===== src/rtl/alarm_zone_controller.sv =====
// -----------------------------------------------------------------------------
// alarm_zone_controller
//
// Purpose:
//    Parametrised N-zone arming/alarm core for the home-alarm main board.
//    It takes ARM/DISARM pulses from the keypad decoder and raw sensor levels.
//    It drives the siren and reports state to the status serializer.
//    It provides a per-zone enable mask, timed exit and entry delays, and a
//    siren timeout.
//
// Optional feature:
//    ALARM_TAMPER_EN - when defined, an open tamper loop forces ALARM from any
//    state. When undefined, TAMPER_IN is ignored and no tamper logic exists.
//
// Ports:
//    CLK_IN          in   system clock
//    RESET_IN        in   synchronous active-high reset
//    TICK_IN         in   1-cycle timebase strobe for all delays
//    SENSOR_IN       in   [N_ZONES] raw sensor levels, async, 1 = tripped
//    ZONE_EN_IN      in   [N_ZONES] zone enable mask
//    ARM_IN          in   1-cycle arm request
//    DISARM_IN       in   1-cycle valid-code disarm
//    TAMPER_IN       in   tamper loop, async, 1 = open
//    SIREN_OUT       out  siren drive
//    STATE_OUT       out  [3] current state encoding
//    ALARM_ZONES_OUT out  [N_ZONES] latched zones that caused/joined the alarm
//    ARM_FAIL_OUT    out  1-cycle pulse when an arm request is refused
//    STATUS_SEND_OUT out  1-cycle pulse after every state change
// -----------------------------------------------------------------------------
module alarm_zone_controller #(
   parameter int N_ZONES     = 4,
   parameter int CNT_W       = 8,
   parameter int EXIT_TICKS  = 30,
   parameter int ENTRY_TICKS = 15,
   parameter int SIREN_TICKS = 180
) (
   input  logic               CLK_IN,
   input  logic               RESET_IN,
   input  logic               TICK_IN,
   input  logic [N_ZONES-1:0] SENSOR_IN,
   input  logic [N_ZONES-1:0] ZONE_EN_IN,
   input  logic               ARM_IN,
   input  logic               DISARM_IN,
   input  logic               TAMPER_IN,
   output logic               SIREN_OUT,
   output logic [2:0]         STATE_OUT,
   output logic [N_ZONES-1:0] ALARM_ZONES_OUT,
   output logic               ARM_FAIL_OUT,
   output logic               STATUS_SEND_OUT
);

   typedef enum logic [2:0] {
      S_DISARMED = 3'd0,
      S_EXIT     = 3'd1,
      S_ARMED    = 3'd2,
      S_ENTRY    = 3'd3,
      S_ALARM    = 3'd4,
      S_SILENCED = 3'd5
   } state_t;

   localparam logic [CNT_W-1:0] EXIT_LOAD  = CNT_W'(EXIT_TICKS);
   localparam logic [CNT_W-1:0] ENTRY_LOAD = CNT_W'(ENTRY_TICKS);
   localparam logic [CNT_W-1:0] SIREN_LOAD = CNT_W'(SIREN_TICKS);

   state_t             r_state;
   state_t             w_nextState;
   logic [CNT_W-1:0]   r_cnt;
   logic [CNT_W-1:0]   w_cntNext;
   logic [N_ZONES-1:0] r_sensSync1;
   logic [N_ZONES-1:0] r_sensSync2;
   logic [N_ZONES-1:0] w_trip;
   logic [N_ZONES-1:0] r_alarmZones;
   logic [N_ZONES-1:0] w_zonesNext;
   logic               w_anyTrip;
   logic               w_newTrip;
   logic               w_armFail;
   logic               w_stateChange;
   logic               w_tamper;
   logic               r_siren;
   logic               r_armFail;
   logic               r_statusSend;

   // Each timed state starts its delay from the full tick count; untimed
   // states park the counter at zero.
   function automatic logic [CNT_W-1:0] loadFor(input state_t s);
      case (s)
         S_EXIT:  loadFor = EXIT_LOAD;
         S_ENTRY: loadFor = ENTRY_LOAD;
         S_ALARM: loadFor = SIREN_LOAD;
         default: loadFor = '0;
      endcase
   endfunction

   // Two-flop synchronizer for the asynchronous sensor pins.
   always_ff @(posedge CLK_IN) begin
      if (RESET_IN) begin
         r_sensSync1 <= '0;
         r_sensSync2 <= '0;
      end else begin
         r_sensSync1 <= SENSOR_IN;
         r_sensSync2 <= r_sensSync1;
      end
   end

`ifdef ALARM_TAMPER_EN
   logic r_tampSync1;
   logic r_tampSync2;

   // The tamper loop gets the same two-flop synchronizer as the sensors.
   always_ff @(posedge CLK_IN) begin
      if (RESET_IN) begin
         r_tampSync1 <= 1'b0;
         r_tampSync2 <= 1'b0;
      end else begin
         r_tampSync1 <= TAMPER_IN;
         r_tampSync2 <= r_tampSync1;
      end
   end

   assign w_tamper = r_tampSync2;
`else
   logic w_unusedTamper;
   assign w_unusedTamper = TAMPER_IN;
   assign w_tamper       = 1'b0;
`endif

   // The mask applies after synchronization, so an enable change acts on
   // the very next edge without disturbing the synchronizer.
   assign w_trip    = r_sensSync2 & ZONE_EN_IN;
   assign w_anyTrip = |w_trip;
   // In SILENCED, only a zone that is not already latched re-triggers.
   assign w_newTrip = |(w_trip & ~r_alarmZones);

   // Next-state and alarm-zone logic. Per-state rules come first. Tamper can
   // then override the target. DISARM_IN has the final word over everything.
   always_comb begin
      w_nextState = r_state;
      w_zonesNext = r_alarmZones;
      w_armFail   = 1'b0;
      case (r_state)
         S_DISARMED: begin
            if (ARM_IN && !DISARM_IN) begin
               if (w_anyTrip) w_armFail   = 1'b1;
               else           w_nextState = S_EXIT;
            end
         end
         S_EXIT: begin
            if (r_cnt == '0) w_nextState = S_ARMED;
         end
         S_ARMED: begin
            if (w_anyTrip) begin
               w_nextState = S_ENTRY;
               w_zonesNext = r_alarmZones | w_trip;
            end
         end
         S_ENTRY: begin
            w_zonesNext = r_alarmZones | w_trip;
            if (r_cnt == '0) w_nextState = S_ALARM;
         end
         S_ALARM: begin
            w_zonesNext = r_alarmZones | w_trip;
            if ((r_cnt == '0) && (SIREN_TICKS != 0)) w_nextState = S_SILENCED;
         end
         S_SILENCED: begin
            if (w_newTrip) begin
               w_nextState = S_ALARM;
               w_zonesNext = r_alarmZones | w_trip;
            end
         end
         default: begin
            w_nextState = S_DISARMED;
            w_zonesNext = '0;
         end
      endcase
      if (w_tamper && !DISARM_IN) begin
         w_nextState = S_ALARM;
         w_armFail   = 1'b0;
      end
      if (DISARM_IN && (r_state != S_DISARMED)) begin
         w_nextState = S_DISARMED;
         w_zonesNext = '0;
         w_armFail   = 1'b0;
      end
   end

   assign w_stateChange = (w_nextState != r_state);

   // The counter reloads on every state entry, including SILENCED -> ALARM.
   // Otherwise it counts ticks down to zero and holds there.
   always_comb begin
      w_cntNext = r_cnt;
      if (w_stateChange)                 w_cntNext = loadFor(w_nextState);
      else if (TICK_IN && (r_cnt != '0)) w_cntNext = r_cnt - 1'b1;
   end

   // State and registered outputs. The siren follows the next state, so it
   // rises and falls on the same edge that enters or leaves ALARM.
   always_ff @(posedge CLK_IN) begin
      if (RESET_IN) begin
         r_state      <= S_DISARMED;
         r_cnt        <= '0;
         r_alarmZones <= '0;
         r_siren      <= 1'b0;
         r_armFail    <= 1'b0;
         r_statusSend <= 1'b0;
      end else begin
         r_state      <= w_nextState;
         r_cnt        <= w_cntNext;
         r_alarmZones <= w_zonesNext;
         r_siren      <= (w_nextState == S_ALARM);
         r_armFail    <= w_armFail;
         r_statusSend <= w_stateChange;
      end
   end

   assign SIREN_OUT       = r_siren;
   assign STATE_OUT       = r_state;
   assign ALARM_ZONES_OUT = r_alarmZones;
   assign ARM_FAIL_OUT    = r_armFail;
   assign STATUS_SEND_OUT = r_statusSend;

endmodule


===== config.mk =====
export PLATFORM = sky130hd
export DESIGN_NAME = alarm_zone_controller
export DESIGN_NICKNAME = d
export VERILOG_FILES = /design/src/rtl/alarm_zone_controller.sv
export SDC_FILE = /design/constraint.sdc
export NUM_CORES = 1
export LEC_CHECK = 0
export BUFFER_PORTS_ARGS = -buffer_cell sky130_fd_sc_hd__buf_2
export CORE_MARGIN = 2
export CORE_UTILIZATION = 30
export DETAILED_ROUTE_END_ITERATION = 8
export PLACE_DENSITY = 0.59
export SYNTH_ARGS = -nofsm -noshare
export SYNTH_HDL_FRONTEND = slang
export SYNTH_SLANG_ARGS = --single-unit

===== constraint.sdc =====
create_clock -name CLK_IN -period 6.54 [get_ports CLK_IN]
set_input_delay 0.327 -clock CLK_IN [delete_from_list [all_inputs] [get_ports CLK_IN]]
set_output_delay 0.327 -clock CLK_IN [all_outputs]
set_load 0.02 [all_outputs]

## Word level (Yosys, flattened, before mapping)

Cells that the tools add are included.

- Logic and storage cells: 59
- Bits in registers: 26

- Reduce and logical (&&, ||, !) cells: 16
- Multiplexer cells: 16
- Equality and inequality tests: 11
- Add/subtract/negate cells: 1
- Bitwise logic cells: 7

Operators by type and width:

| operator | number |
|---|---|
| 2-to-1 mux 3 bit | 8 |
| one-hot mux 8 bit (3 select lines) | 1 |
| one-hot mux 3 bit (6 select lines) | 1 |
| 2-to-1 mux 8 bit | 2 |
| one-hot mux 4 bit (4 select lines) | 1 |
| OR reduction 4 bit | 3 |
| == test 3 x 2 -> 1 bit (second input constant) | 3 |
| == test 3 bit (second input constant) | 3 |
| bitwise AND 4 bit | 2 |
| logical NOT 8 bit | 1 |
| 2-to-1 mux 4 bit | 2 |
| nonzero test 8 bit | 1 |
| subtractor 8 x 1 -> 8 bit (second input constant) | 1 |
| == test 3 x 1 -> 1 bit (second input constant) | 2 |
| OR reduction 2 bit | 3 |
| != test 2 bit (second input constant) | 2 |
| inverter 4 bit | 1 |
| bitwise OR 4 bit | 1 |
| logical AND 1 bit | 3 |
| logical NOT 3 bit | 1 |
| != test 3 bit | 1 |
| inverter 1 bit | 3 |
| AND reduction 3 bit | 1 |
| nonzero test 3 bit | 1 |
| other kinds (3) | 3 |

## Logic depth before layout (Yosys ltp)

Gate-level depths: netlist of the first run.

- Depth in word-level cells: 9
- Depth in mapped cells: 10
- Mapped depth without buffers: 9

## Least setup slack after synthesis of the first run

OpenSTA, ideal clock, no wires.

- Path type: register -> register
- Start point: reg r_cnt[0]
- End point: reg r_cnt[4]
- Period minus slack after synthesis: 2495 ps
- Path slack: 4045 ps
- Stages on the path, launching flop included: 10
- Buffers on the path: 0
- Data required time: 6425 ps
- Data arrival time: 2380 ps
- Cells stage by stage: dfxtp_1 -> inv_1 -> ha_1 -> or4b_4 -> or4_4 -> nand3_2 -> and4b_2 -> a2111oi_4 -> a211o_2 -> and3_1

- Longest elaborated chain between the ends: 7

RTL lines:

| what | RTL line | RTL |
|---|---|---|
| from (decl) | 67 | `logic [CNT_W-1:0] r_cnt;` |
| from (signal assigned) | 208 | `r_cnt <= w_cntNext;` |
| logical NOT 8 bit | 148, 158, 162 |  |
| 2-to-1 mux 3 bit, on equally long branches | 162, 148, 158 |  |
| one-hot mux 3 bit (6 select lines) | 140 | `case (r_state)` |
| 2-to-1 mux 3 bit | 179 | `if (DISARM_IN && (r_state != S_DISARMED)) begin` |
| == test 3 bit (tied with other cells) | 86 | `case (s)` |
| one-hot mux 8 bit (3 select lines) | 86 |  |
| 2-to-1 mux 8 bit | 192 | `if (w_stateChange) w_cntNext = loadFor(w_nextState);` |

Several ways; a longest one is shown, not always the timed one. The select of a mux whose other input is x is not followed.
A chain may end at the register's enable or synchronous reset.

## Final worst setup path of the first run

- Start point: reg r_state[2], in the netlist STATE_OUT[2]
- End point: reg r_cnt[3]

- Longest elaborated chain between the ends: 7

RTL lines:

| what | RTL line | RTL |
|---|---|---|
| from (decl) | 65 | `state_t r_state;` |
| from (signal assigned) | 207 | `r_state <= w_nextState;` |
| 2-to-1 mux 3 bit | 143 | `if (w_anyTrip) w_armFail = 1'b1;` |
| 2-to-1 mux 3 bit | 142 | `if (ARM_IN && !DISARM_IN) begin` |
| one-hot mux 3 bit (6 select lines) | 140 |  |
| 2-to-1 mux 3 bit | 179 |  |
| == test 3 bit (tied with other cells) | 86 |  |
| one-hot mux 8 bit (3 select lines) | 86 |  |
| 2-to-1 mux 8 bit | 192 |  |

Several ways; a longest one is shown, not always the timed one.

==> results.yml, run 1 <==
run_status:
  outcome: "finished clean"
power_and_ir_drop:
  p_int_uw: 382
  p_leak_uw: 0.000654
  switching_share: 0.356
  p_per_area_nw_per_um2: 379
  combPwrFrac: 0.404
  seqPwrFrac: 0.373
  p_switching_uw: 211
  ir_worst_vdd_mv: 0.108
  pwr-share-clk: 0.223
floorplan:
  rows: 24
  io_pins: 24
  core_area_um2: 4350
  die-height_um: 71.3
  initial_utilization: 0.312
  die_w_um: 71.3
  dieArea_um2: 5080
detailed_routing:
  remaining_drc_errors: 0
  routedWlPerCell_um: 11.8
  num_vias: 1112
  drt_iter0_drc: 61
  routed_via_density: 4.90
  drtPass1Iterations: 4
  wirelength_um: 2670
  antenna_left: 0
layout:
  nFillCells: 449
  drive_gt1_frac: 0.229
  utilization: 0.360
  fin_nets: 194
  n_antenna_cell: 0
  regArea_um2: 520
  syn_to_final_growth_pct: 15.3
  fin_cells: 227
  multi_input_area_um2: 781
sta:
  fin_worst_skew_ps: 3.34
  hold_viol: 0
  rsz0062_at_grt: "no"
  setup_viol: 0
  tns_ps: 0
  period_share: 0.435
  drv_slew: 0
  fmax_ghz: 0.352
  tightest_slew_ps: 801
  max_slew_margin: 0.466
  period_needed_ps: 2840
setup_path:
  end_kind: "register"
  cp_top_family: "compound AO/OA/AOI/OAI gates"
  cpPeakStageDelay_ps: 800
  cp-start-kind: "register"
  path_class: "reg -> reg"
  worstPathMaxFanout: 16
  critPathSlowestCell: "a2111oi_4"
  cp.arrival_ps: 3030
  cp.required_ps: 6730
  crit_path_cell_trace: "nor2b_1 -> o211ai_1 -> nor3_1 -> o21bai_1 -> a2111oi_4 -> a31oi_1 -> a211oi_1"
  worst-path-buf-inv: 0
clock_network:
  ctsHtreeMaxLevel: 1
  cts_tree: "built"
  clk_latency_ps: 270
  cts_hold_buf: 0
  clkSinkCount: 26
  cts_resized: 0
  cts_made_buffers: 3
  clockBufferDepth: 2
  cts_setup_buffers: 0
  cts_root_buf: "clkbuf_8"
  clk_pin_slew_ps: 90
synthesis:
  synth_area_um2: 1360
  synth_flop_cell: "dfxtp_1"
  synth_cells: 156
  ys_ff_latch: 26
  yosys_warnings: 0
  syn_area_per_cell_um2: 8.71
  ys_types: 44
  seq_area_frac_synth: 0.383
  async_flop_share: 0
  synth_edf_count: 0
  syn_nets: 174
job:
  maxCapViolations: 0
placement:
  gp_congestion: 0.825
  dp.cells: 223
  portBuffers: 22
  dp_hpwl_um: 1930
grt:
  grt_pass1_wl_um: 4640
  grt_usage: 0.113
  grt_start_max_net_pins: 23
  grt_overflow: 0
  antenna_found_initial: 0
  grt_pass1_vias: 1009
min_path:
  hold_class: "in -> reg"
## layer usage
| layer | part of all wire | vias to the layer above | global-route usage |
|---|---|---|---|
| li1 | - | 595 | - |
| met1 | 0.52 | 501 | 0.158 |
| met2 | 0.44 | 14 | 0.168 |
| met3 | 0.027 | 2 | 0.0239 |
| met4 | 0.0079 | 0 | 0.0503 |
| met5 | 0 | - | 0 |
## kinds of logic (layout without fill, tap and decap cells)
group | count (synthesis) | in the layout | share of synthesized area
simple gates | 76 | 76 | 0.301
compound gates | 31 | 31 | 0.190
flops | 26 | 26 | 0.383
buf+inv | 12 | 31 | 0.0424
xor+xnor | 5 | 5 | 0.0322
fa+ha+maj | 4 | 4 | 0.0368
mux | 2 | 2 | 0.0147
## layout make-up
type | count | share of cell area
Clock buffer | 3 | 0.0264
Clock inverter | 1 | 0.0192
Inverter | 5 | 0.0120
Multi-Input combinational cell | 118 | 0.498
Sequential cell | 26 | 0.332
Tap cell | 52 | 0.0415
Timing Repair Buffer | 22 | 0.0703
## registers in the layout, indices dropped and copies added (netlist names)
| register | cells |
|---|---|
| r_sensSync1 | 4 |
| ALARM_ZONES_OUT | 4 |
| STATE_OUT | 3 |
| r_cnt | 8 |
| r_sensSync2 | 4 |
| ARM_FAIL_OUT | 1 |
| SIREN_OUT | 1 |
| STATUS_SEND_OUT | 1 |
## stage by stage
step	total power [µW]	setup WS (ps)	hold slack (ps)	instance area (µm²)
finish	593	3700	256	1570
global route	640	3390	266	1570
detailed placement	465	3730	425	1500
global placement	464	3720	418	1500
floorplan	429	4040	414	1360
CTS	601	3700	247	1570
## cell usage after synthesis (2+ instances only)
| cell type | instances | share of area |
|---|---|---|
| a2111oi_4 | 2 | 0.041 |
| a211oi_1 | 4 | 0.022 |
| a21oi_1 | 8 | 0.029 |
| a31oi_1 | 5 | 0.023 |
| and3_1 | 3 | 0.014 |
| clkbuf_1 | 4 | 0.011 |
| dfxtp_1 | 26 | 0.38 |
| ha_1 | 4 | 0.037 |
| inv_1 | 5 | 0.014 |
| mux2i_1 | 2 | 0.015 |
| nand2_1 | 11 | 0.030 |
| nand2b_1 | 2 | 0.0092 |
| nand3_1 | 4 | 0.015 |
| nor2_1 | 23 | 0.064 |
| nor2b_1 | 10 | 0.046 |
| nor3_1 | 8 | 0.029 |
| nor3b_1 | 2 | 0.011 |
| nor4_1 | 2 | 0.0092 |
| o22ai_1 | 2 | 0.0092 |
| or2_2 | 2 | 0.0092 |
| xnor2_1 | 3 | 0.019 |
| xor2_1 | 2 | 0.013 |
## power by group through the flow
stage | clock network [µW] | logic (µW) | registers (µW)
final | 132 | 240 | 221
after global routing | 144 | 271 | 226
after CTS | 138 | 242 | 221
after detailed placement | 0 | 241 | 224
after global placement | 0 | 240 | 225
after floorplan | 0 | 211 | 218
## final timing paths
check / from / to / slack [ps] / depth (start not counted)
setup / recovery: STATE_OUT[2] / r_cnt[3] / 3700 / 7
hold / removal: SENSOR_IN[2] / r_sensSync1[2] / 260 / 2
setup reg to reg: STATE_OUT[2] / r_cnt[3] / 3700 / 7
hold reg to reg: r_sensSync1[3] / r_sensSync2[3] / 440 / 1
## cells in the final DEF (no fill, tap or decap), drive strengths merged, types with 2 or more instances in the layout
cell type	netlist	layout
nor4	2	2
mux2i	2	2
o21ai	2	2
nor2b	10	10
nand3	5	5
dfxtp	26	26
and3	3	3
inv	5	5
nand2	11	11
buf	2	22
a211oi	4	4
a21oi	8	8
clkbuf	5	3
nand2b	2	2
a211o	2	2
nor2	23	23
o31ai	2	2
nor3b	2	2
or2	2	2
o22ai	2	2
xor2	2	2
a31oi	5	5
ha	4	4
nor3	9	9
a2111oi	2	2
xnor2	3	3
No activity file was read; power rests on OpenSTA's default activity.
==> run 2: changes to the inputs <==
- PLACE_DENSITY: 0.59 -> 0.61
- clock period: 6.54 -> 2.5 ns (I/O delays scaled with it)
==> run 2 against run 1 <==
  * The run now ends with negative setup slack left
  * Maximum frequency up 7.7%
  * Worst setup slack worse by 3800 ps
  * Register-to-register slack worse by 3800 ps
  * First-iteration DRC count down 20%
  * Highest routed layer unchanged
==> results.yml, run 2 (same netlist as run 1, synthesis figures left out) <==
run_status:
  outcome: "complete, but fails checks"
  violations: "negative setup slack"
setup_path:
  cp.arrival_ps: 2810
  r2r_end: "r_cnt[4]"
  cp_top_family: "simple AND/OR/NAND/NOR gates"
  cpMostUsedCell: "buf_4"
  ff2ff_setup_slack_ps: -140
  cpPeakStageDelay_ps: 480
  crit_path_cell_trace: "inv_2 -> ha_4 -> or4b_4 -> or4_4 -> buf_4 -> o31ai_4 -> a2111oi_4 -> buf_4 -> a211o_2 -> and3_1"
  end_kind: "register"
  cp.required_ps: 2670
  critPathSlowestCell: "or4b_4"
  worstPathMaxFanout: 4
  cp-start-kind: "register"
  r2r_cells: 10
  timing.rr.start: "r_cnt[0]"
  path_class: "reg -> reg"
  startpoint: "r_cnt[0]"
  worst-path-buf-inv: 3
  crit_cells: 10
clock_network:
  clk_pin_slew_ps: 90
  clkSinkCount: 26
  clk_latency_ps: 270
  ctsHtreeMaxLevel: 1
  cts_made_buffers: 3
  cts_tree: "built"
  clockBufferDepth: 2
  cts_root_buf: "clkbuf_8"
detailed_routing:
  antenna_left: 0
  wirelength_um: 3180
  routed_via_density: 4.84
  num_vias: 1279
  remaining_drc_errors: 0
  drt_iter0_drc: 49
  drtPass1Iterations: 4
  routedWlPerCell_um: 12.0
grt:
  grt_pass1_wl_um: 5500
  grt_overflow: 0
  grt_usage: 0.134
  grt_use_met1: 0.177
  use_met3: 0.0197
  grt-busiest-layer: "met2"
  grt_start_max_net_pins: 23
  grt_pass1_vias: 1261
  grt.met2_usage: 0.218
  antenna_found_initial: 0
placement:
  post_dp_cell_area_um2: 1710
  dp.cells: 252
  gp_congestion: 0.852
  dp_hpwl_um: 2270
  portBuffers: 22
  pre_cts_slack_ps: -28.2
job:
  maxCapViolations: 0
layout:
  drive_gt1_frac: 0.420
  fin_cells: 264
  final_cell_mix: "buf_4, dfxtp_1, nor2_1"
  final_common_cell: "buf_4"
  largest_reg_flops: 8
  fin_nets: 231
  top_register: "r_cnt"
  syn_to_final_growth_pct: 40.4
  finalInstanceArea_um2: 1910
  n_antenna_cell: 0
sta:
  drv_slew: 0
  max_slew_margin: 0.642
  hold_viol: 0
  tightest_slew_ps: 533
  fmax_ghz: 0.379
  rsz0062_at_grt: "yes"
  layout_setup_ws_ps: -140
  setup_viol: 8
  period_needed_ps: 2640
  period_share: 1.06
  fin_worst_skew_ps: 4.27
floorplan:
  rows: 24
  die_w_um: 71.3
  core_area_um2: 4350
  io_pins: 24
  dieArea_um2: 5080
  die-height_um: 71.3
  initial_utilization: 0.312
min_path:
  holdPathEnd: "r_sensSync1[0]"
  min_path_cells: 2
  hold_class: "in -> reg"
  hold_start: "SENSOR_IN[0]"
power_and_ir_drop:
  p_per_area_nw_per_um2: 1010
  p_leak_uw: 0.000855
  ir_worst_vdd_mv: 0.313
run 2: changes by cell type in the layout (fill, tap and decap cells not counted), sizes merged:
cell and change:
buf +37
run 2: routing by layer:
| metal | vias up | part of all wire | wire length (µm) |
|---|---|---|---|
| li1 | 671 | - | - |
| met1 | 586 | 0.48 | 1540 |
| met2 | 17 | 0.47 | 1490 |
| met3 | 5 | 0.027 | 86 |
| met4 | 0 | 0.019 | 59 |
| met5 | - | 0 | 0 |
run 2: through the flow:
step | utilization | setup TNS (ps) | hold slack [ps] | power, µW
final | 0.438 | -477 | 53.8 | 1920
after global routing | 0.438 | -1330 | 67.2 | 2070
after CTS | 0.424 | -82.1 | 54.0 | 1830
after detailed placement | 0.393 | -57.0 | 344 | 1400
after global placement | 0.393 | -22.5 | 335 | 1400
after floorplan | - | 0 | 213 | 1120
run 2: worst reg2reg max path, delay by kind of cell (launching register included):
family,cells,cell delay [ps]
and+or+nand+nor,3,1060
AOI/OAI and AO/OA,3,620
buffers and inverters,3,400
DFF,1,330
adders and majority gates,1,120
run 2: final cells by class:
cell class / count / area (µm²)
Clock buffer: 3 / 41.3
Clock inverter: 1 / 30.0
Fill cell: 420 / 2450
Inverter: 5 / 18.8
Multi-Input combinational cell: 118 / 838
Sequential cell: 26 / 523
Tap cell: 52 / 65.1
Timing Repair Buffer: 59 / 392
run 2: how the worst max path moves through the flow:
stage | end | slack, ps
5_1_grt | r_cnt[4] | -200
3_3_place_gp | r_cnt[4] | -20
3_5_place_dp | r_cnt[4] | -30
6_report | r_cnt[4] | -140
2_1_floorplan | r_cnt[4] | 5
4_1_cts | r_cnt[0] | -40
run 2: timing repair:
action,in CTS,in global routing
pin swaps,7,3
gates resized for setup,10,5
setup buffers,3,5
endpoints found under the setup margin,5,9
hold buffers,0,0
run 2: power breakdown:
part,switching (µW),internal (µW)
registers,73.9,492
logic,460,547
clock network,133,214
total,667,1250
==> run 3: changes to the inputs <==
- CELL_PAD_IN_SITES_DETAIL_PLACEMENT: not set -> 1
- CELL_PAD_IN_SITES_GLOBAL_PLACEMENT: not set -> 1
- PLACE_DENSITY: 0.61 -> 0.74
==> run 3 against run 2 <==
  * The flow still finishes with violations (negative setup slack)
  * Via count increased by 3.8%
  * Non-clock buffer count shrank 7
  * Count of clock-buffer cells in the layout did not move
  * Critical endpoint unchanged
  * Critical path depth fell by 1
  * Largest power group unchanged
==> results.yml, run 3 (same netlist as run 1, synthesis figures left out) <==
sta:
  fmax_ghz: 0.393
  setup_viol: 2
  tightest_slew_ps: 535
  max_slew_margin: 0.640
  drv_slew: 0
  period_needed_ps: 2540
  rsz0062_at_grt: "yes"
  period_share: 1.02
  tns_ps: -48.5
  fin_worst_skew_ps: 2.63
  hold_viol: 0
  layout_setup_ws_ps: -41.9
power_and_ir_drop:
  p_per_area_nw_per_um2: 1040
  p_leak_uw: 0.000822
  ir_worst_vdd_mv: 0.558
placement:
  dp_hpwl_um: 2850
  gp_congestion: 0.782
  portBuffers: 22
clock_network:
  clk_pin_slew_ps: 100
  clk_latency_ps: 270
  cts_hold_buf: 0
  clkSinkCount: 26
  clockBufferDepth: 2
  ctsHtreeMaxLevel: 1
  cts_tree: "built"
  cts_root_buf: "clkbuf_8"
  cts_made_buffers: 3
job:
  maxCapViolations: 0
detailed_routing:
  routed_via_density: 5.14
  remaining_drc_errors: 0
  routedWlPerCell_um: 16.4
  wirelength_um: 4240
  drt_iter0_drc: 53
  antenna_left: 0
  num_vias: 1327
  drtPass1Iterations: 4
floorplan:
  core_area_um2: 4350
  die-height_um: 71.3
  initial_utilization: 0.312
  die_w_um: 71.3
  rows: 24
  dieArea_um2: 5080
  io_pins: 24
layout:
  final_cell_mix: "buf_4, dfxtp_1, nor2_1"
  utilization: 0.441
  syn_to_final_growth_pct: 41.3
  final_common_cell: "buf_4"
  largest_reg_flops: 8
  n_antenna_cell: 0
  top_register: "r_cnt"
  drive_gt1_frac: 0.422
  fin_nets: 225
run_status:
  violations: "negative setup slack"
  outcome: "complete, but fails checks"
setup_path:
  worstPathMaxFanout: 5
  ff2ff_setup_slack_ps: -40
  cp-start-kind: "register"
  cp.arrival_ps: 2720
  r2r_end: "r_cnt[4]"
  r2r_cells: 9
  end_kind: "register"
  cp.required_ps: 2680
  timing.rr.start: "r_cnt[0]"
  path_class: "reg -> reg"
min_path:
  min_path_cells: 2
  holdPathEnd: "r_sensSync1[1]"
  hold_start: "SENSOR_IN[1]"
  hold_class: "in -> reg"
grt:
  grt_pass1_wl_um: 6490
  grt-busiest-layer: "met2"
  grt_use_met1: 0.198
  antenna_found_initial: 0
  use_met3: 0.0338
  grt_usage: 0.160
  grt_start_max_net_pins: 23
  grt.met2_usage: 0.274
  grt_overflow: 0
  grt_pass1_vias: 1400
-- run 3: changes by cell type in the layout (fill, tap and decap cells not counted), sizes merged --
cell     delta
a2111oi     +1
buf         -7
-- run 3: per-layer routing --
metal  up-vias  wire [µm]
met5         -          0
met3         6        101
met1       645       1840
li1        658          -
met4         0         70
met2        18       2230
-- run 3: worst max-delay path: stages, from the launching register on --
cell and delay (ps):
dfxtp_2 330, inv_2 70, ha_4 120, or4b_4 500
or4_4 500, nand3_4 100, and4b_2 290, a2111oi_4 90
a211o_2 300, and3_1 140
-- run 3: area by class of cell --
type / count / area (µm²)
inverter: 5 / 18.8
tap: 52 / 65.1
clock inverter: 1 / 30.0
timing repair buffer: 52 / 339
fill: 517 / 2430
sequential: 26 / 524
clock buffer: 3 / 41.3
multi-input combinational: 119 / 902
-- run 3: power by group --
| part | internal [µW] | switching [µW] |
|---|---|---|
| logic | 535 | 530 |
| clock network | 214 | 142 |
| registers | 493 | 91.9 |
-- run 3: worst max path at each step --
stage	from	to	slack, ps
4_1_cts	r_cnt[0]	r_cnt[4]	-50
3_3_place_gp	STATE_OUT[1]	r_cnt[6]	-7
3_5_place_dp	r_cnt[0]	r_cnt[4]	-100
2_1_floorplan	r_cnt[0]	r_cnt[4]	5
6_report	r_cnt[0]	r_cnt[4]	-40
5_1_grt	r_cnt[0]	r_cnt[7]	-90
-- run 3: per-stage QoR --
step	cells	hold slack (ps)	setup WS, ps	instance area [µm²]	total power (µW)
6_report	258	57.7	-41.9	1920	2010
5_1_grt	258	48.9	-89.6	1920	2150
4_1_cts	256	51.0	-53.9	1810	1840
3_5_place_dp	248	344	-98.4	1680	1390
3_3_place_gp	248	331	-6.55	1680	1360
2_1_floorplan	156	213	4.70	1360	1120
-- run 3: repair_timing --
action,in CTS,in global routing
setup endpoints to repair,9,9
hold endpoints to repair,0,0
resized for setup,8,15
pin swaps,9,10
setup buffers,4,1
gates cloned,0,1
